`config.mk`:
```
export PLATFORM = sky130hd
export DESIGN_NAME = fft_frame_sequencer
export DESIGN_NICKNAME = d
export VERILOG_FILES = /design/src/rtl/fft_frame_sequencer_pkg.sv /design/src/rtl/fft_frame_sequencer_fifo.sv /design/src/rtl/fft_frame_sequencer.sv
export SDC_FILE = /design/constraint.sdc
export NUM_CORES = 2
export LEC_CHECK = 0
export BUFFER_PORTS_ARGS = -buffer_cell sky130_fd_sc_hd__buf_2
export CAP_MARGIN = 40
export CORE_AREA = 3 3 407 409
export DETAILED_ROUTE_END_ITERATION = 12
export DIE_AREA = 0 0 410 412
export GPL_TIMING_DRIVEN = 1
export MAX_ROUTING_LAYER = met4
export PLACE_DENSITY = 0.71
export SLEW_MARGIN = 20
export SYNTH_ARGS = -nofsm -noshare
export SYNTH_HDL_FRONTEND = slang
export SYNTH_SLANG_ARGS = --single-unit
```
`constraint.sdc`:
```
create_clock -name clock -period 6 [get_ports clock]
set_input_delay 0.9 -clock clock [delete_from_list [all_inputs] [get_ports clock]]
set_output_delay 0.9 -clock clock [all_outputs]
set_load 0.02 [all_outputs]
```
`src/rtl/fft_frame_sequencer_pkg.sv`:
```
// ============================================================================
// Module : fft_frame_sequencer_pkg
// Brief  : Shared constants, FSM state encoding and log2 helper.
// Rev    : 1.0  initial release
// ============================================================================
`default_nettype none

package fft_frame_sequencer_pkg;

  typedef enum logic [0:0] {
    ST_IDLE  = 1'b0,
    ST_BURST = 1'b1
  } fsm_state_e;

  // Ceiling log2; usable in parameter expressions.
  function automatic int clog2(input int v);
    int r;
    r = 0;
    for (int i = 0; i < 31; i++) begin
      if ((1 << i) < v) r = i + 1;
    end
    return r;
  endfunction

endpackage

`default_nettype wire

```
`src/rtl/fft_frame_sequencer_fifo.sv`:
```
// ============================================================================
// Module : fft_frame_sequencer_fifo
// Brief  : Synchronous FIFO with registered read port and occupancy count.
// Rev    : 1.0  initial release
// ============================================================================
`default_nettype none

module fft_frame_sequencer_fifo
  import fft_frame_sequencer_pkg::*;
#(
  parameter int DW    = 32,
  parameter int DEPTH = 64
) (
  input  logic                    clock,
  input  logic                    reset,
  input  logic                    clear_i,
  input  logic                    push_i,
  input  logic [DW-1:0]           push_data_i,
  input  logic                    pop_i,
  output logic [DW-1:0]           pop_data_o,
  output logic [clog2(DEPTH):0]   count_o,
  output logic                    full_o,
  output logic                    empty_o
);

  localparam int AW = clog2(DEPTH);
  localparam logic [AW:0] C_DEPTH = (AW+1)'(DEPTH);

  logic [DW-1:0] mem_q [DEPTH];
  logic [AW-1:0] wr_ptr_q, rd_ptr_q;
  logic [AW:0]   count_q;
  logic [DW-1:0] rd_data_q;
  logic          push_ok_w, pop_ok_w;

  assign full_o     = (count_q == C_DEPTH);
  assign empty_o    = (count_q == '0);
  assign push_ok_w  = push_i & ~full_o;
  assign pop_ok_w   = pop_i & ~empty_o;
  assign count_o    = count_q;
  assign pop_data_o = rd_data_q;

  always_ff @(posedge clock) begin
    if (push_ok_w) mem_q[wr_ptr_q] <= push_data_i;
  end

  always_ff @(posedge clock) begin
    if (reset || clear_i) begin
      wr_ptr_q  <= '0;
      rd_ptr_q  <= '0;
      count_q   <= '0;
      rd_data_q <= '0;
    end else begin
      if (push_ok_w) wr_ptr_q <= wr_ptr_q + AW'(1);
      if (pop_ok_w) begin
        rd_ptr_q  <= rd_ptr_q + AW'(1);
        rd_data_q <= mem_q[rd_ptr_q];
      end
      case ({push_ok_w, pop_ok_w})
        2'b10:   count_q <= count_q + (AW+1)'(1);
        2'b01:   count_q <= count_q - (AW+1)'(1);
        default: count_q <= count_q;
      endcase
    end
  end

endmodule

`default_nettype wire

```
`src/rtl/fft_frame_sequencer.sv`:
```
// ============================================================================
// Module : fft_frame_sequencer
// Brief  : Frames a stalling sample stream into N-cycle FFT enable bursts and
//          tags FFT output samples with sop/eop/frame index.
// Rev    : 1.0  initial release
// ============================================================================
`default_nettype none

module fft_frame_sequencer
  import fft_frame_sequencer_pkg::*;
#(
  parameter int N          = 64,
  parameter int WIDTH      = 16,
  parameter int DEPTH      = N,
  parameter int FW         = 8,
  parameter int LAT_FRAMES = 2
) (
  input  logic             clock,
  input  logic             reset,
  input  logic             s_valid,
  output logic             s_ready,
  input  logic [WIDTH-1:0] s_data_r,
  input  logic [WIDTH-1:0] s_data_i,
  input  logic             flush,
  output logic             fft_idata_en,
  output logic [WIDTH-1:0] fft_idata_r,
  output logic [WIDTH-1:0] fft_idata_i,
  input  logic             fft_odata_en,
  input  logic [WIDTH-1:0] fft_odata_r,
  input  logic [WIDTH-1:0] fft_odata_i,
  output logic             m_valid,
  output logic [WIDTH-1:0] m_data_r,
  output logic [WIDTH-1:0] m_data_i,
  output logic             m_sop,
  output logic             m_eop,
  output logic [FW-1:0]    m_frame,
  output logic             busy,
  output logic             err_gap
);

  localparam int LN  = clog2(N);
  localparam int CW  = clog2(DEPTH) + 1;
  localparam int IFW = clog2(DEPTH / N + LAT_FRAMES + 1);
  localparam logic [LN-1:0] C_LAST = LN'(N - 1);
  localparam logic [CW-1:0] C_N    = CW'(N);
  localparam logic [CW-1:0] C_NP1  = CW'(N + 1);

  fsm_state_e         state_q, state_d;
  logic [LN-1:0]      in_count_q, in_count_d;
  logic               en_q;
  logic               push_w, pop_w, clear_w, start_w, dec_w;
  logic [CW-1:0]      fifo_count_w;
  logic               fifo_full_w, fifo_empty_w;
  logic [2*WIDTH-1:0] fifo_rd_w;

  logic [LN-1:0]      out_count_q;
  logic [FW-1:0]      frame_cnt_q, m_frame_q;
  logic               m_valid_q, m_sop_q, m_eop_q, err_gap_q;
  logic [WIDTH-1:0]   m_data_r_q, m_data_i_q;
  logic [IFW-1:0]     in_flight_q;

  assign s_ready = ~fifo_full_w;
  assign push_w  = s_valid & s_ready;

  fft_frame_sequencer_fifo #(
    .DW    (2*WIDTH),
    .DEPTH (DEPTH)
  ) u_fifo (
    .clock       (clock),
    .reset       (reset),
    .clear_i     (clear_w),
    .push_i      (push_w),
    .push_data_i ({s_data_r, s_data_i}),
    .pop_i       (pop_w),
    .pop_data_o  (fifo_rd_w),
    .count_o     (fifo_count_w),
    .full_o      (fifo_full_w),
    .empty_o     (fifo_empty_w)
  );

  always_comb begin
    state_d    = state_q;
    in_count_d = in_count_q;
    pop_w      = 1'b0;
    clear_w    = 1'b0;
    start_w    = 1'b0;
    case (state_q)
      ST_IDLE: begin
        if (fifo_count_w >= C_N) begin
          state_d    = ST_BURST;
          in_count_d = '0;
          start_w    = 1'b1;
        end else if (flush) begin
          clear_w = 1'b1;
        end
      end
      ST_BURST: begin
        pop_w      = ~fifo_empty_w;
        in_count_d = in_count_q + LN'(1);
        if (in_count_q == C_LAST) begin
          // Occupancy after this pop (plus any concurrent push) decides chaining.
          if (fifo_count_w + CW'(push_w) >= C_NP1) start_w = 1'b1;
          else                                     state_d = ST_IDLE;
        end
      end
      default: state_d = ST_IDLE;
    endcase
  end

  always_ff @(posedge clock) begin
    if (reset) begin
      state_q    <= ST_IDLE;
      in_count_q <= '0;
      en_q       <= 1'b0;
    end else begin
      state_q    <= state_d;
      in_count_q <= in_count_d;
      en_q       <= pop_w;
    end
  end

  assign fft_idata_en = en_q;
  assign fft_idata_r  = en_q ? fifo_rd_w[2*WIDTH-1:WIDTH] : '0;
  assign fft_idata_i  = en_q ? fifo_rd_w[WIDTH-1:0]       : '0;

  assign dec_w = fft_odata_en & (out_count_q == C_LAST);

  always_ff @(posedge clock) begin
    if (reset) begin
      out_count_q <= '0;
      frame_cnt_q <= '0;
      m_frame_q   <= '0;
      m_valid_q   <= 1'b0;
      m_sop_q     <= 1'b0;
      m_eop_q     <= 1'b0;
      m_data_r_q  <= '0;
      m_data_i_q  <= '0;
      err_gap_q   <= 1'b0;
    end else begin
      m_valid_q <= fft_odata_en;
      if (fft_odata_en) begin
        out_count_q <= out_count_q + LN'(1);
        m_sop_q     <= (out_count_q == '0);
        m_eop_q     <= (out_count_q == C_LAST);
        m_frame_q   <= frame_cnt_q;
        m_data_r_q  <= fft_odata_r;
        m_data_i_q  <= fft_odata_i;
        if (out_count_q == C_LAST) frame_cnt_q <= frame_cnt_q + FW'(1);
      end else begin
        m_sop_q    <= 1'b0;
        m_eop_q    <= 1'b0;
        m_data_r_q <= '0;
        m_data_i_q <= '0;
        if (out_count_q != '0) err_gap_q <= 1'b1;
        out_count_q <= '0;
      end
    end
  end

  always_ff @(posedge clock) begin
    if (reset) begin
      in_flight_q <= '0;
    end else begin
      case ({start_w, dec_w})
        2'b10:   in_flight_q <= in_flight_q + IFW'(1);
        2'b01:   in_flight_q <= in_flight_q - IFW'(1);
        default: in_flight_q <= in_flight_q;
      endcase
    end
  end

  // An output frame can only complete for a frame that was actually launched.
  always_ff @(posedge clock) begin
    if (!reset && dec_w && !start_w) assert (in_flight_q != '0);
  end

  assign m_valid  = m_valid_q;
  assign m_data_r = m_data_r_q;
  assign m_data_i = m_data_i_q;
  assign m_sop    = m_sop_q;
  assign m_eop    = m_eop_q;
  assign m_frame  = m_frame_q;
  assign err_gap  = err_gap_q;
  assign busy     = (state_q == ST_BURST) | (in_flight_q != '0);

endmodule

`default_nettype wire

```
==> reports/qor.tcl <==
set qor(run_status) {finished, final reports clean}
set qor(worst_ir_drop_vdd_v) 0.000266
set qor(detail_route.first_pass.iterations) 6
set qor(static-leakage-power_uw) 0.0297
set qor(finalCriticalPeriod_ns) 3.89
set qor(total_number_of_vias) 43000
set qor(clockRootBuffer) {clkbuf_16}
set qor(final-hold-violation-count) 0
set qor(max-cap-violations) 0
set qor(die-height_um) 412
set qor(timing.max_slew.rel_slack_pct) 34.7
set qor(row_cnt) 148
set qor(fp.dieW_um) 410
set qor(synth.area.top_cells) {edfxtp_1, mux4_2, mux2i_1}
set qor(setup.worst_path.start_class) {flop}
set qor(via_per_instance_ratio) 6.43
set qor(fin_setup_tns_ns) 0
set qor(netlist_top_cells_count) {edfxtp_1, mux4_2, mux2i_1}
set qor(final_max_slew_viols) 0
set qor(ys_seq_elements) 2167
set qor(syn_area_per_cell_um2) 20.7
set qor(cp_data_arrival_time_ns) 4.57
set qor(synth_nets) 4082
set qor(initial_core_util_pct) 51.0
set qor(tritoncts) {built}
set qor(layout-drive-gt1-share_pct) 25.9
set qor(number_of_enable_flip_flop_cells_after_synthesis) 2048
set qor(maxClockFrequency_mhz) 257
set qor(clock_sinks) 2167
set qor(yosys.cell_types.count) 67
set qor(htree_num_levels) 4
set qor(min-delay-path-class) {in2reg}
set qor(post-dp-hpwl_mm) 134
set qor(global_route.usage.total_pct) 27.1
set qor(flow.area_growth_from_synthesis_pct) 15.1
set qor(postSynth.asyncResetShare_pct) 0
set qor(area_fraction_of_the_dominant_cell_type_after_synthesis_pct) 74.3
set qor(timing.final.crit_share_pct) 64.8
set qor(initialDrtViolationCount) 6946
set qor(worstMarginPinSlew_ns) 0.954
set qor(post-cts-setup-buffer-count) 0
set qor(globalRoute.totalOverflow) 0
set qor(yosys.area.top_type) {edfxtp_1}
set qor(cts_inserted_buffers) 208
set qor(cts.path.max_buffers) 3
set qor(grt_antenna_before_repair) 21
set qor(post_layout_nonfiller_instances) 6696
set qor(remaining_drc_errors) 0
set qor(clkLatencyLatePin_ns) 0.85
set qor(design.core.area_um2) 162000
set qor(cts.repair.resized) 0
set qor(total_die_area_um2) 169000
set qor(synthesis.yosys.warnings) 0
set qor(synthesis.area_um2) 82800
set qor(timing.clock.skew_ns) 0.0403
set qor(unrepaired_setup_endpoints_after_global_routing) {no}
set qor(worstSetupPathType) {reg2reg}
set qor(timing.final.setup_violations) 0
set qor(cts.clk_slew.worst_paths_ns) 0.06
set qor(placed_cells) 6272
set qor(portBuffers) 147
set qor(finalNetCount) 4417
set qor(totalWireLength_mm) 222
set qor(timing.critical_path.to_type) {flop}
set qor(postSynthCellCount) 3997
set qor(grt_pass1_vias) 41700
set qor(ys.flop_type) {edfxtp_1}
set qor(routedWlPerCell_um) 33.1
set qor(worstPathRequired_ns) 6.68
set qor(power_density_nw_per_um2) 315
set qor(gpl.final_weighted_congestion) 0.901
set qor(grt_pass1_wl_mm) 315
set qor(top_level_ports) 148
set qor(yosysMostFrequentCell) {edfxtp_1}
set qor(path_max_fanout) 45
set qor(synth-seq-area-share_pct) 77.1
set qor(final_antenna_net_count) 0
set qor(grt_start_max_net_pins) 104
set qor(cts_hold_buf) 0
## layout by cell type, fill, tap and decap left out, types with 11 or more instances in the layout
cell type,instances
ha_1,15
nor2_4,67
a21oi_1,87
and3_1,13
clkinv_1,34
buf_16,48
buf_12,35
buf_4,110
nand2_1,82
mux4_2,409
bufinv_16,19
nand3_1,38
mux2_2,11
a221o_1,13
nor2_1,75
nor3_1,21
diode_2,14
a22o_1,16
a211oi_1,28
dfxtp_1,113
edfxtp_1,2048
a22oi_1,86
buf_2,144
o21ai_0,41
xor2_1,15
and2_1,69
o22ai_1,64
clkbuf_16,210
o221ai_1,32
inv_1,15
mux2i_1,273
o21ai_1,12
clkinv_2,35
clkbuf_1,55
## state kept, by name (all words and copies together) (netlist names)
register	flops
u_fifo.rd_ptr_q	6
m_data_i	16
u_fifo.mem_q	2048
u_fifo.pop_data_o	32
in_count_q	6
state_q	1
fft_idata_en	1
u_fifo.count_o	7
out_count_q	6
m_data_r	16
err_gap	1
in_flight_q	2
m_valid	1
m_frame	8
frame_cnt_q	8
m_sop	1
m_eop	1
u_fifo.wr_ptr_q	6
## path summary, 6_finish.rpt
| kind | depth (start not counted) | slack [ns] | endpoint | startpoint |
|---|---|---|---|---|
| setup reg to reg | 7 | 2.11 | u_fifo.pop_data_o[18]$_SDFFE_PP0P_ | u_fifo.rd_ptr_q[0]$_SDFFE_PP0P_ |
| setup / recovery | 7 | 2.11 | u_fifo.pop_data_o[18]$_SDFFE_PP0P_ | u_fifo.rd_ptr_q[0]$_SDFFE_PP0P_ |
| hold reg to reg | 2 | 0.47 | err_gap$_SDFFE_PP0P_ | err_gap$_SDFFE_PP0P_ |
| hold / removal | 2 | 0.27 | m_data_i[15]$_SDFF_PP0_ | fft_odata_i[15] |
## kinds of logic after synthesis
kind of cell / count (synthesis) / share of synthesized area (%)
compound gates: 441 / 3.75
xor+xnor: 25 / 0.264
fa+ha+maj: 16 / 0.251
buf+inv: 243 / 1.63
flops: 2167 / 77.1
mux: 693 / 14.6
simple gates: 412 / 2.39
## critical path, cell delays in order, from the launching register on
cell and delay [ns]:
dfxtp_4 0.85, buf_12 0.43, buf_4 0.49, mux4_2 0.58, a22oi_1 0.31, nand3_1 0.31, a22oi_1 0.55, o21ai_0 0.16
## where the power goes
group	switching [µW]	leakage, µW	internal [µW]
clock network	5530	0.00328	7390
registers	10.3	0.0194	16600
logic	402	0.00702	109
total	5940	0.0297	24100
## per-layer routing
| metal | GRT usage (%) | wire length (µm) | vias to the layer above |
|---|---|---|---|
| met1 | 37.5 | 84900 | 22600 |
| met2 | 39.6 | 102000 | 2733 |
| met4 | 9.51 | 8930 | 0 |
| met5 | - | 0 | - |
| li1 | - | - | 17300 |
| met3 | 6.79 | 26000 | 434 |
## final cells by class
class | instances | area, µm²
inverter | 18 | 67.6
clock buffer | 275 | 5600
clock inverter | 110 | 1110
timing repair buffer | 350 | 3730
multi-input combinational | 1587 | 18100
fill | 11400 | 67100
tap | 2175 | 2720
antenna | 14 | 35.0
sequential | 2167 | 63900
## stage by stage
step | power (µW) | area (µm²) | worst slack, ns | utilization, % | hold WS [ns]
after floorplan | 17000 | 82800 | 2.37 | - | 0.417
after global placement | 17300 | 86500 | 1.85 | 53.3 | 0.446
after detailed placement | 17400 | 88000 | 2.12 | 54.2 | 0.458
after CTS | 30100 | 94700 | 2.08 | 58.3 | 0.202
after global routing | 30700 | 95300 | 1.89 | 58.7 | 0.230
final | 30000 | 95300 | 2.11 | 58.7 | 0.269
No activity file was read; power rests on OpenSTA's default activity.
